===== src/rtl/ts_failover_selector.sv =====
// Four-input MPEG-2 TS failover selector.
// Each input has its own sync tracker; the locked stream with the lowest index is forwarded and streams change only on packet boundaries.
module ts_failover_selector #(
    parameter int                    DATA_WIDTH = 8,
    parameter int                    PKT_LEN    = 188,
    parameter logic [DATA_WIDTH-1:0] SYNC_BYTE  = 8'h47,
    parameter int                    LOCK_CNT   = 3,
    parameter int                    UNLOCK_CNT = 3
) (
    input  logic                  clk,
    input  logic                  rst_n,
    input  logic [3:0]            valid,
    input  logic [DATA_WIDTH-1:0] byte_data1,
    input  logic [DATA_WIDTH-1:0] byte_data2,
    input  logic [DATA_WIDTH-1:0] byte_data3,
    input  logic [DATA_WIDTH-1:0] byte_data4,
    output logic                  out_valid,
    output logic [DATA_WIDTH-1:0] out_data,
    output logic                  out_sop,
    output logic [1:0]            sel,
    output logic [3:0]            locked,
    output logic                  switch_evt
);

    localparam int NCH = 4;
    localparam int PW  = $clog2(PKT_LEN);
    localparam int GW  = $clog2(LOCK_CNT + 1);
    localparam int MW  = $clog2(UNLOCK_CNT + 1);
    localparam logic [PW-1:0] PKT_LAST = PW'(PKT_LEN - 1);

    typedef enum logic [1:0] {T_HUNT, T_VERIFY, T_LOCK} trk_t;
    typedef enum logic {O_IDLE, O_FWD} out_t;

    logic [DATA_WIDTH-1:0] din [NCH];
    assign din[0] = byte_data1;
    assign din[1] = byte_data2;
    assign din[2] = byte_data3;
    assign din[3] = byte_data4;

    trk_t            trk_q  [NCH];
    logic [PW-1:0]   pos_q  [NCH];
    logic [GW-1:0]   good_q [NCH];
    logic [MW-1:0]   miss_q [NCH];
    logic [NCH-1:0]  locked_q;

    logic [NCH-1:0]  sync_hit;
    logic [NCH-1:0]  at_sop;
    logic [PW-1:0]   pos_nxt [NCH];

    always_comb begin
        sync_hit = '0;
        at_sop   = '0;
        for (int i = 0; i < NCH; i++) begin
            sync_hit[i] = (din[i] == SYNC_BYTE);
            at_sop[i]   = valid[i] && (pos_q[i] == '0) && sync_hit[i];
            pos_nxt[i]  = (pos_q[i] == PKT_LAST) ? '0 : pos_q[i] + 1'b1;
        end
    end

    // Only the byte at pos 0 is ever judged once the tracker has left HUNT.
    always_ff @(posedge clk or negedge rst_n) begin
        if (!rst_n) begin
            for (int i = 0; i < NCH; i++) begin
                trk_q[i]  <= T_HUNT;
                pos_q[i]  <= '0;
                good_q[i] <= '0;
                miss_q[i] <= '0;
            end
            locked_q <= '0;
        end else begin
            for (int i = 0; i < NCH; i++) begin
                if (valid[i]) begin
                    case (trk_q[i])
                        T_HUNT: begin
                            if (sync_hit[i]) begin
                                trk_q[i]  <= T_VERIFY;
                                good_q[i] <= GW'(1);
                                pos_q[i]  <= PW'(1);
                            end
                        end
                        T_VERIFY: begin
                            pos_q[i] <= pos_nxt[i];
                            if (pos_q[i] == '0) begin
                                if (sync_hit[i]) begin
                                    good_q[i] <= good_q[i] + 1'b1;
                                    if (good_q[i] == GW'(LOCK_CNT - 1)) begin
                                        trk_q[i]    <= T_LOCK;
                                        miss_q[i]   <= '0;
                                        locked_q[i] <= 1'b1;
                                    end
                                end else begin
                                    trk_q[i]  <= T_HUNT;
                                    pos_q[i]  <= '0;
                                    good_q[i] <= '0;
                                end
                            end
                        end
                        T_LOCK: begin
                            pos_q[i] <= pos_nxt[i];
                            if (pos_q[i] == '0) begin
                                if (sync_hit[i]) begin
                                    miss_q[i] <= '0;
                                end else if (miss_q[i] == MW'(UNLOCK_CNT - 1)) begin
                                    trk_q[i]    <= T_HUNT;
                                    pos_q[i]    <= '0;
                                    good_q[i]   <= '0;
                                    miss_q[i]   <= '0;
                                    locked_q[i] <= 1'b0;
                                end else begin
                                    miss_q[i] <= miss_q[i] + 1'b1;
                                end
                            end
                        end
                        default: begin
                            trk_q[i] <= T_HUNT;
                            pos_q[i] <= '0;
                        end
                    endcase
                end
            end
        end
    end

    logic       tgt_vld;
    logic [1:0] tgt;

    always_comb begin
        tgt_vld = 1'b0;
        tgt     = 2'd0;
        for (int i = NCH - 1; i >= 0; i--) begin
            if (locked_q[i]) begin
                tgt_vld = 1'b1;
                tgt     = 2'(i);
            end
        end
    end

    out_t                  ost_q;
    logic [1:0]            sel_q;
    logic                  ov_q;
    logic                  sop_q;
    logic                  sw_q;
    logic [DATA_WIDTH-1:0] od_q;

    // A lost lock on sel aborts at once; a better target waits for the end of the packet.
    always_ff @(posedge clk or negedge rst_n) begin
        if (!rst_n) begin
            ost_q <= O_IDLE;
            sel_q <= 2'd0;
            ov_q  <= 1'b0;
            sop_q <= 1'b0;
            sw_q  <= 1'b0;
            od_q  <= '0;
        end else begin
            ov_q  <= 1'b0;
            sop_q <= 1'b0;
            sw_q  <= 1'b0;
            case (ost_q)
                O_IDLE: begin
                    if (tgt_vld && at_sop[tgt]) begin
                        ost_q <= O_FWD;
                        sel_q <= tgt;
                        ov_q  <= 1'b1;
                        sop_q <= 1'b1;
                        od_q  <= din[tgt];
                        sw_q  <= (tgt != sel_q);
                    end
                end
                O_FWD: begin
                    if (!locked_q[sel_q]) begin
                        ost_q <= O_IDLE;
                    end else if (valid[sel_q]) begin
                        ov_q  <= 1'b1;
                        od_q  <= din[sel_q];
                        sop_q <= (pos_q[sel_q] == '0);
                        if (tgt != sel_q && pos_q[sel_q] == PKT_LAST) begin
                            ost_q <= O_IDLE;
                        end
                    end
                end
                default: ost_q <= O_IDLE;
            endcase
        end
    end

    assign out_valid  = ov_q;
    assign out_data   = od_q;
    assign out_sop    = sop_q;
    assign sel        = sel_q;
    assign locked     = locked_q;
    assign switch_evt = sw_q;

endmodule

===== config.mk =====
export PLATFORM = sky130hd
export DESIGN_NAME = ts_failover_selector
export DESIGN_NICKNAME = d
export VERILOG_FILES = /design/src/rtl/ts_failover_selector.sv
export SDC_FILE = /design/constraint.sdc
export NUM_CORES = 1
export LEC_CHECK = 0
export CORE_MARGIN = 1
export CORE_UTILIZATION = 40
export CTS_CLUSTER_DIAMETER = 60
export DETAILED_ROUTE_END_ITERATION = 8
export PLACE_DENSITY_LB_ADDON = 0.08
export SETUP_SLACK_MARGIN = 0.5
export SLEW_MARGIN = 0
export SYNTH_ARGS = -nofsm -noshare
export SYNTH_HDL_FRONTEND = slang
export SYNTH_SLANG_ARGS = --single-unit

===== constraint.sdc =====
create_clock -name clk -period 3.4 [get_ports clk]
set_input_delay 0.68 -clock clk [delete_from_list [all_inputs] [get_ports clk]]
set_output_delay 0.68 -clock clk [all_outputs]
set_load 0.1 [all_outputs]

==> results.json, run 1 <==
{
  "outcome": "finished clean",
  "critPathSlowestCell": "or4b_4",
  "cts_buffers": 9,
  "synth_top_family_by_area": "simple AND/OR/NAND/NOR gates",
  "wl_mm": 15.3,
  "cts_buffer_depth": 2,
  "clock_sinks": 74,
  "ys_seq_area_share_pct": 33.1,
  "skew_ps": 8.55,
  "relSlewSlack_pct": 35.7,
  "syn_area_um2": 5590,
  "die_area_um2": 14500,
  "worstHoldPathType": "in -> async",
  "rows": 42,
  "synth_cells": 558,
  "first_iter_violations": 430,
  "die_w_um": 120,
  "gr-total-overflow": 0,
  "ios": 55,
  "synth_edf_count": 0,
  "clock.fmax_mhz": 367,
  "grt_usage_pct": 22.6,
  "cts_tree": "built",
  "dr.pass1.iters": 5,
  "combPwrFrac_pct": 42.5,
  "crit_required_ps": 3650,
  "cp.arrival_ps": 2970,
  "routedWlPerCell_um": 19.3,
  "grt_pass1_vias": 4669,
  "post-cts-setup-buffers": 0,
  "start_util_pct": 41.6,
  "grt_pass1_wl_mm": 25.1,
  "synthAdderAreaFrac_pct": 5.37,
  "fin_nets": 676,
  "power_density_nw_per_um2": 631,
  "yosys.area_share.simple_pct": 21.2,
  "fin_hold_ws_ps": 324,
  "start_kind": "input pin",
  "die_y_um": 120,
  "drtAntennaViolNets": 0,
  "area.sequential_um2": 1850,
  "num-fill-cells": 1285,
  "area_growth_pct": 18.4,
  "cts_resized": 0,
  "htree_levels": 3,
  "async_reset_ff_share_pct": 100,
  "path_class": "in -> reg",
  "max_stage_delay_ps": 610,
  "gp_congestion": 0.867,
  "vias": 4864,
  "syn_area_per_cell_um2": 10.0,
  "fin_tns_setup_ps": 0,
  "clk_transition_reported_paths_ps": 60,
  "ys_types": 76,
  "finalSetupViolCount": 0,
  "vdd_ir_drop_max_uv": 306,
  "p_seq_share_pct": 34.3,
  "path_cells": "clkdlybuf4s50_1 -> or4b_4 -> nor4_1 -> o211ai_1 -> a211o_1 -> o31ai_1",
  "antenna_cells": 0,
  "synth_compound_area_share_pct": 18.3,
  "synthXorXnorAreaFrac_pct": 0.783,
  "synth.ff_latch_count": 74,
  "drv_slew": 0,
  "core_area_um2": 13500,
  "period_share_pct": 80.1,
  "hpwl_mm": 11.6,
  "leakage_nw": 2.66,
  "cts_root_buf": "clkbuf_16",
  "multi_input_area_um2": 3480,
  "syn-num-nets": 620,
  "fin_crit_ps": 2720,
  "synth_mux_area_share_pct": 16.5,
  "finalHoldViolCount": 0,
  "grt_max_degree": 42,
  "drv_cap": 0,
  "power.internal_w": 0.00238,
  "synth.yosys.warnings": 0,
  "end_kind": "flip-flop",
  "netSwitchingPower_w": 0.00180,
  "drcViolationCount": 0,
  "clk_latency_ps": 350,
  "clockPowerShare_pct": 23.2,
  "antenna_found_initial": 0,
  "path_max_fanout": 5,
  "drive_above_1_share_pct": 19.4,
  "port_buffers": 54,
  "netSwitchingFraction_pct": 43.1,
  "cts_hold_buf": 0,
  "synth-main-ff-cell": "dfrtp_1",
  "viasPerCell": 6.12,
  "max_slew.worst_pin.slew_ps": 962,
  "rsz0062_at_grt": "false"
}
[path summary, 6_finish.rpt]
path                                            to                   from  cells after the start  slack (ps)
hold reg to reg              miss_q[4]$_DFFE_PN0P_  miss_q[4]$_DFFE_PN0P_                      1         480
min in group clk             miss_q[4]$_DFFE_PN0P_  miss_q[4]$_DFFE_PN0P_                      1         480
hold / removal                 out_valid$_DFF_PN0_                  rst_n                      1         320
setup reg to reg           out_data[5]$_DFFE_PN0P_     sel[1]$_DFFE_PN0P_                      4         930
setup / recovery             miss_q[2]$_DFFE_PN0P_          byte_data3[4]                      6         680
max in group asynchronous     pos_q[6]$_DFFE_PN0P_                  rst_n                      2        2370
[layer usage]
| metal | global-route usage, % | part of all wire (%) | up-vias |
|---|---|---|---|
| met5 | 0 | 0 | - |
| met4 | 8.80 | 2.2 | 0 |
| met3 | 3.63 | 3.7 | 24 |
| met2 | 35.0 | 47 | 123 |
| met1 | 31.5 | 47 | 2448 |
| li1 | - | - | 2269 |
[critical path: cells and delay by family]
kind / cells / cell delay, ps
AND/OR/NAND/NOR: 2 / 1080
buffers and inverters: 1 / 480
AO/OA/AOI/OAI: 3 / 730
[placed cells by master (no fill, tap or decap), drive strengths merged, types with 24 or more instances in the layout]
cell type,instances
buf,34
clkdlybuf4s50,37
dfrtp,74
ha,24
inv,38
mux2,26
mux4,25
nand2,41
nand3,27
nor2,26
[Yosys cell counts, types with 3 or more instances]
| cell | n | share of area, % |
|---|---|---|
| mux4_2 | 20 | 8.1 |
| mux2_2 | 18 | 3.6 |
| inv_1 | 38 | 2.6 |
| mux4_1 | 5 | 2.3 |
| nor2b_1 | 9 | 1.0 |
| a22o_1 | 5 | 0.78 |
| clkbuf_1 | 16 | 1.1 |
| nand3b_1 | 4 | 0.54 |
| nand3_1 | 26 | 2.3 |
| a21oi_1 | 17 | 1.5 |
| nor3_1 | 12 | 1.1 |
| o21ai_1 | 3 | 0.27 |
| nor2_1 | 25 | 1.7 |
| ha_1 | 24 | 5.4 |
| a2111oi_0 | 4 | 0.63 |
| nand4b_1 | 3 | 0.47 |
| o21ai_0 | 17 | 1.5 |
| o31ai_1 | 6 | 0.81 |
| and4b_1 | 4 | 0.72 |
| buf_2 | 6 | 0.54 |
| and3_1 | 9 | 1.0 |
| xnor2_1 | 3 | 0.47 |
| mux2_4 | 8 | 2.1 |
| a221oi_1 | 3 | 0.47 |
| nand2_1 | 41 | 2.8 |
| a221o_1 | 7 | 1.3 |
| nor4_1 | 3 | 0.34 |
| nand2b_1 | 12 | 1.3 |
| a31oi_1 | 18 | 2.0 |
| and2_1 | 8 | 0.90 |
| o21a_1 | 4 | 0.54 |
| nand4_1 | 5 | 0.56 |
| buf_4 | 4 | 0.54 |
| o22ai_1 | 13 | 1.5 |
| a41o_1 | 3 | 0.54 |
| dfrtp_1 | 74 | 33 |
| o211ai_1 | 8 | 1.1 |
| nor3b_1 | 6 | 0.81 |
| or3_1 | 11 | 1.2 |
| nor4b_1 | 7 | 1.1 |
[flip-flops by register name, indices dropped and copies added (netlist names)]
register and count:
good_q 8, locked 4, miss_q 8, ost_q 1, out_data 8, out_sop 1, out_valid 1, pos_q 32
sel 2, switch_evt 1, trk_q 8
[cell families after synthesis]
group                      Yosys count
and+or+nand+nor                    203
adders and majority gates           24
DFF                                 74
AOI/OAI and AO/OA                  135
buffers and inverters               64
muxes                               53
xor gates and xnor gates             5
[power by group through the flow]
stage                     logic (W)  clock network [W]  registers (W)
after floorplan             0.00111                  0        0.00159
after global placement      0.00173                  0        0.00144
after detailed placement    0.00177                  0        0.00144
after CTS                   0.00178           0.000994        0.00143
after global routing        0.00194            0.00104        0.00148
final                       0.00178           0.000971        0.00143
[final cells by class]
cell class                 count  area share (%)
clock inverter                 4           0.775
inverter                      38            2.15
sequential                    74            28.0
multi-input combinational    420            52.6
timing repair buffer          71            9.45
tap                          176            3.33
clock buffer                  12            3.72
[stage by stage]
stage | total power (W) | instances | worst slack, ps | area (um2) | utilization [%]
6_report | 0.00418 | 795 | 675 | 6620 | 49.2
5_1_grt | 0.00445 | 795 | 606 | 6620 | 49.2
4_1_cts | 0.00420 | 795 | 628 | 6620 | 49.2
3_5_place_dp | 0.00321 | 779 | 291 | 6320 | 47.0
3_3_place_gp | 0.00317 | 779 | 339 | 6320 | 47.0
2_1_floorplan | 0.00271 | 558 | 525 | 5590 | -
(Power assumes the default switching activity.)
==> inputs of run 2 (changes only) <==
==> constraint.sdc (replaced) <==
create_clock -name clk -period 2.2 [get_ports clk]
set_input_delay 0.44 -clock clk [delete_from_list [all_inputs] [get_ports clk]]
set_output_delay 0.44 -clock clk [all_outputs]
set_load 0.1 [all_outputs]
==> run 2 against run 1 <==
  * Register-to-register slack got worse by 910 ps
  * Die area did not move
  * Setup slack worse by 660 ps
  * Global-route usage increased by 4.5 points
  * Combinational power rose to 2.9 times the previous value
  * Clock power is 81% higher
  * Worst hold slack worse by 290 ps
  * Clock skew is 2.3 ps lower
  * Sequential share of layout area down 8.5 points
  * Power increased by 120%
  * Core utilization increased by 22 points
==> results.json, run 2 (synthesis gave the netlist of run 1 again) <==
{
  "grt_pass1_vias": 5776,
  "start_kind": "input pin",
  "cp.arrival_ps": 2410,
  "area_growth_pct": 71.6,
  "drtAntennaViolNets": 0,
  "period_share_pct": 99.2,
  "top_register": "pos_q",
  "netSwitchingPower_w": 0.00373,
  "cts_root_buf": "clkbuf_16",
  "largest_reg_flops": 32,
  "hpwl_mm": 13.1,
  "start_util_pct": 41.6,
  "cts_tree": "built",
  "fin_nets": 854,
  "fin_crit_ps": 2180,
  "drv_slew": 0,
  "grt_pass1_wl_mm": 30.3,
  "power.internal_w": 0.00534,
  "die_area_um2": 14500,
  "dr.pass1.iters": 5,
  "first_iter_violations": 301,
  "clock.fmax_mhz": 458,
  "final_common_cell": "buf_4",
  "die_w_um": 120,
  "ios": 55,
  "skew_ps": 6.20,
  "fin_tns_setup_ps": 0,
  "grt_usage_pct": 27.0,
  "end_kind": "flip-flop",
  "core_area_um2": 13500,
  "path_class": "in -> reg",
  "relSlewSlack_pct": 64.2,
  "most-common-layout-cells": "138 x buf_4, 67 x dfrtp_1, 64 x buf_6, 35 x nand2_1, 32 x inv_1",
  "clock_sinks": 74,
  "rows": 42,
  "r2r_slack_ps": 20,
  "leakage_nw": 4.03,
  "power_density_nw_per_um2": 946,
  "cts_buffers": 9,
  "reg2reg_to": "out_data[7]$_DFFE_PN0P_",
  "dp.cells": 880,
  "drv_cap": 0,
  "p_seq_share_pct": 23.1,
  "htree_levels": 3,
  "vias": 5725,
  "finalHoldViolCount": 0,
  "gp_congestion": 0.889,
  "cts_hold_buf": 0,
  "clockPowerShare_pct": 19.4,
  "antenna_found_initial": 1,
  "path_cells": "clkdlybuf4s50_1 -> mux4_2 -> and3_4 -> nor3_4 -> clkbuf_16 -> mux2_4",
  "path_max_fanout": 4,
  "cts_buffer_depth": 2,
  "clk_latency_ps": 350,
  "ff2ff_path_depth": 8,
  "wl_mm": 20.0,
  "crit_required_ps": 2430,
  "routedWlPerCell_um": 20.5,
  "rr_startpoint": "locked[3]$_DFFE_PN0P_",
  "max_slew.worst_pin.slew_ps": 533,
  "outcome": "finished clean",
  "port_buffers": 54,
  "netSwitchingFraction_pct": 41.1,
  "rsz0062_at_grt": "true",
  "max_stage_delay_ps": 510,
  "worstHoldPathType": "in -> async",
  "finalSetupViolCount": 0,
  "drcViolationCount": 0,
  "fin_cells": 974,
  "combPwrFrac_pct": 57.4,
  "gr-total-overflow": 0,
  "viasPerCell": 5.88,
  "vdd_ir_drop_max_uv": 575,
  "clk_transition_reported_paths_ps": 60,
  "critPathSlowestCell": "mux4_2",
  "grt_max_degree": 33,
  "die_y_um": 120,
  "drive_above_1_share_pct": 57.6
}
## run 2: cell count changes in the layout (fill, tap and decap cells not counted), moves of 9 or more
cell / before / now
a21oi_1: 17 / 4
o21ai_0: 16 / 6
mux2_4: 8 / 23
buf_4: 34 / 138
clkdlybuf4s50_1: 37 / 3
nor2_1: 25 / 16
buf_12: 0 / 11
dlygate4sd2_1: 0 / 15
o22ai_1: 13 / 2
a31oi_4: 0 / 11
a31oi_1: 18 / 5
mux2_2: 18 / 3
o22ai_2: 0 / 10
buf_6: 0 / 64
## run 2: layout make-up
type / instances / area (um2)
Clock inverter: 4 / 97.6
Clock buffer: 12 / 256
Tap cell: 176 / 220
Timing Repair Buffer: 248 / 2320
Fill cell: 938 / 3860
Antenna cell: 1 / 2.50
Inverter: 38 / 143
Multi-Input combinational cell: 421 / 4680
Sequential cell: 74 / 1870
## run 2: how the worst max path moves through the flow
stage                                   end  slack, ps  cells after the start                   from
detailed placement  out_data[1]$_DFFE_PN0P_       -490                      6          byte_data1[7]
finish              out_data[7]$_DFFE_PN0P_         20                      6               valid[1]
CTS                 out_data[0]$_DFFE_PN0P_         30                      8  locked[3]$_DFFE_PN0P_
global route        out_data[7]$_DFFE_PN0P_        -40                      8  locked[3]$_DFFE_PN0P_
global placement    out_data[4]$_DFFE_PN0P_       -470                      6          byte_data1[7]
floorplan           out_data[2]$_DFFE_PN0P_       -270                      5  locked[1]$_DFFE_PN0P_
## run 2: metal layers
layer  vias to the layer above  wire length [um]  track usage [%]  part of all wire [%]
li1                       2623                 -                -                     -
met1                      2930              8690             35.7                    44
met2                       134             10100             46.3                    51
met3                        38               678             3.92                   3.4
met4                         0               482             7.10                   2.4
met5                         -                 0                0                     0
## run 2: worst max-delay path: cells and delay by family
| kind | cells | cell delay, ps |
|---|---|---|
| AND/OR/NAND/NOR | 2 | 450 |
| buffers and inverters | 2 | 710 |
| multiplexers | 2 | 810 |
## run 2: power by group through the flow
| stage | Combinational, W | Sequential (W) | Clock (W) |
|---|---|---|---|
| 5_1_grt | 0.00551 | 0.00213 | 0.00184 |
| 3_3_place_gp | 0.00357 | 0.00205 | 0 |
| 6_report | 0.00521 | 0.00210 | 0.00176 |
| 2_1_floorplan | 0.00198 | 0.00247 | 0 |
| 4_1_cts | 0.00437 | 0.00206 | 0.00179 |
| 3_5_place_dp | 0.00364 | 0.00206 | 0 |
## run 2: repair_timing
item / CTS / global route
gates cloned: 2 / 1
gates resized for setup: 177 / 139
pin swaps: 68 / 57
buffers inserted: 46 / 28
endpoints found under the setup margin: 76 / 78
endpoints found under the hold margin: 0 / 0
## run 2: per-stage QoR
step	util (%)	hold slack [ps]	setup slack [ps]	total power, W	area (um2)
2_1_floorplan	-	144	-267	0.00446	6000
3_3_place_gp	55.5	407	-465	0.00562	7470
3_5_place_dp	55.5	410	-491	0.00570	7470
4_1_cts	64.4	46.3	31.1	0.00821	8670
5_1_grt	71.3	63.4	-41.7	0.00948	9590
6_report	71.3	35.8	16.6	0.00908	9590
==> patch, RTL diff (flow settings as in run 2) <==
The parameter `UNLOCK_CNT` goes from 3 to 2.
--- a/src/rtl/ts_failover_selector.sv
+++ b/src/rtl/ts_failover_selector.sv
@@ -6,5 +6,5 @@
     parameter logic [DATA_WIDTH-1:0] SYNC_BYTE  = 8'h47,
     parameter int                    LOCK_CNT   = 3,
-    parameter int                    UNLOCK_CNT = 3
+    parameter int                    UNLOCK_CNT = 2
 ) (
     input  logic                  clk,
Formal check against the unedited RTL: no difference found for any inputs over 4 cycles, from zero or initial values and one cycle with rst_n low; that may be too few to reach the edited logic, so the function may still have changed.
==> patch against run 2 <==
  * The flow now finishes with violations (negative setup slack)
  * Sequential cell count is the same
  * Design area is 12% lower
  * Setup slack got worse by 130 ps
  * Area after synthesis shrank 5.4%
  * Wire length fell by 15%
  * Sequential share of layout area grew 2.6 points
  * Clock skew increased by 2.8 ps
  * Non-clock buffer count down 34
  * Total power is 20% lower
  * Combinational power down 24%
  * Largest cell class unchanged
  * Highest routed layer unchanged
==> patch: results (changes against run 2) <==
[run_status]
status = complete, but fails checks
violations = negative setup slack

[yosys]
synthMuxAreaShare = 0.171  ; +0.00564
synthTopCellsByArea = dfrtp_1 35%, mux4_2 11%, ha_1 5.7%
synth_compound_area_frac = 0.177  ; -0.00590
yosys-top-cells-count = 74 x dfrtp_1, 37 x nand2_1, 34 x inv_1
avgSynthCellArea_um2 = 9.87  ; -1.5%
synth_xor_area_frac = 0.00497  ; -0.00286
synth_seq_area_share = 0.350  ; +0.0189
ys_types = 68  ; -11%
synthAdderAreaFrac = 0.0568  ; +0.00306

[pwr]
powerComb_w = 0.00394  ; -24%
netSwitchingPower_w = 0.00280  ; -25%

[route]
dr.pass1.iters = 4  ; -1
met1_length_um = 7510  ; -14%
wirelength_um = 16900  ; -15%
met3WireLength_um = 641  ; -5.5%
via_per_inst = 5.63  ; -4.2%
wl_met2_um = 8500  ; -16%

[timing]
finalSetupTns_ps = -1530  ; -1530 ps
max_slew_margin = 0.679  ; +0.0373
setup_violations = 21  ; +21
layout_setup_ws_ps = -110  ; -126 ps

[global_route]
track_usage = 0.252  ; -0.0185
use_met1 = 0.333  ; -0.0247
met2_usage = 0.416  ; -0.0469
grt_max_degree = 37  ; +12%
grt_pass1_vias = 5143  ; -11%
grt_pass1_wl_um = 26100  ; -14%

[critical_path]
critPathSlowestCell = or4b_4
path_delay_family = simple AND/OR/NAND/NOR gates
cp.arrival_ps = 2540  ; +130 ps

[placement]
place_inst = 851  ; -3.3%
post-place-ws_ps = -619  ; -128 ps
dpl.hpwl_um = 11800  ; -9.6%

[clocking]
post-cts-setup-buffers = 32  ; -30%

[finish]
fin_nets = 805  ; -5.7%

==> patch: area by class of cell <==
| type | count | area, um^2 | share of cell area |
|---|---|---|---|
| sequential | 74 | 1880 | 0.222 |
| clock buffer | 15 | 288 | 0.0339 |
| tap | 172 | 215 | 0.0254 |
| inverter | 34 | 128 | 0.0151 |
| clock inverter | 1 | 7.51 | 0.000885 |
| timing repair buffer | 214 | 1880 | 0.222 |
| multi-input combinational | 410 | 4080 | 0.481 |
==> patch: worst register-to-register path, stage by stage, from the launching register on <==
cell	delay, ps
dfrtp_1	380
inv_1	60
ha_1	140
or4b_4	470
nand4b_1	290
o32ai_4	160
a22oi_2	210
buf_4	210
mux2_4	290
==> patch: path summary, 6_finish.rpt <==
kind | to | slack (ps) | cells after the start
setup / recovery | sel[0] | -110 | 8
max in group asynchronous | locked[2] | 1530 | 2
hold / removal | pos_q[14] | 50 | 1
min in group clk | miss_q[7] | 490 | 1
setup reg to reg | sel[0] | -110 | 8
hold reg to reg | miss_q[7] | 490 | 1
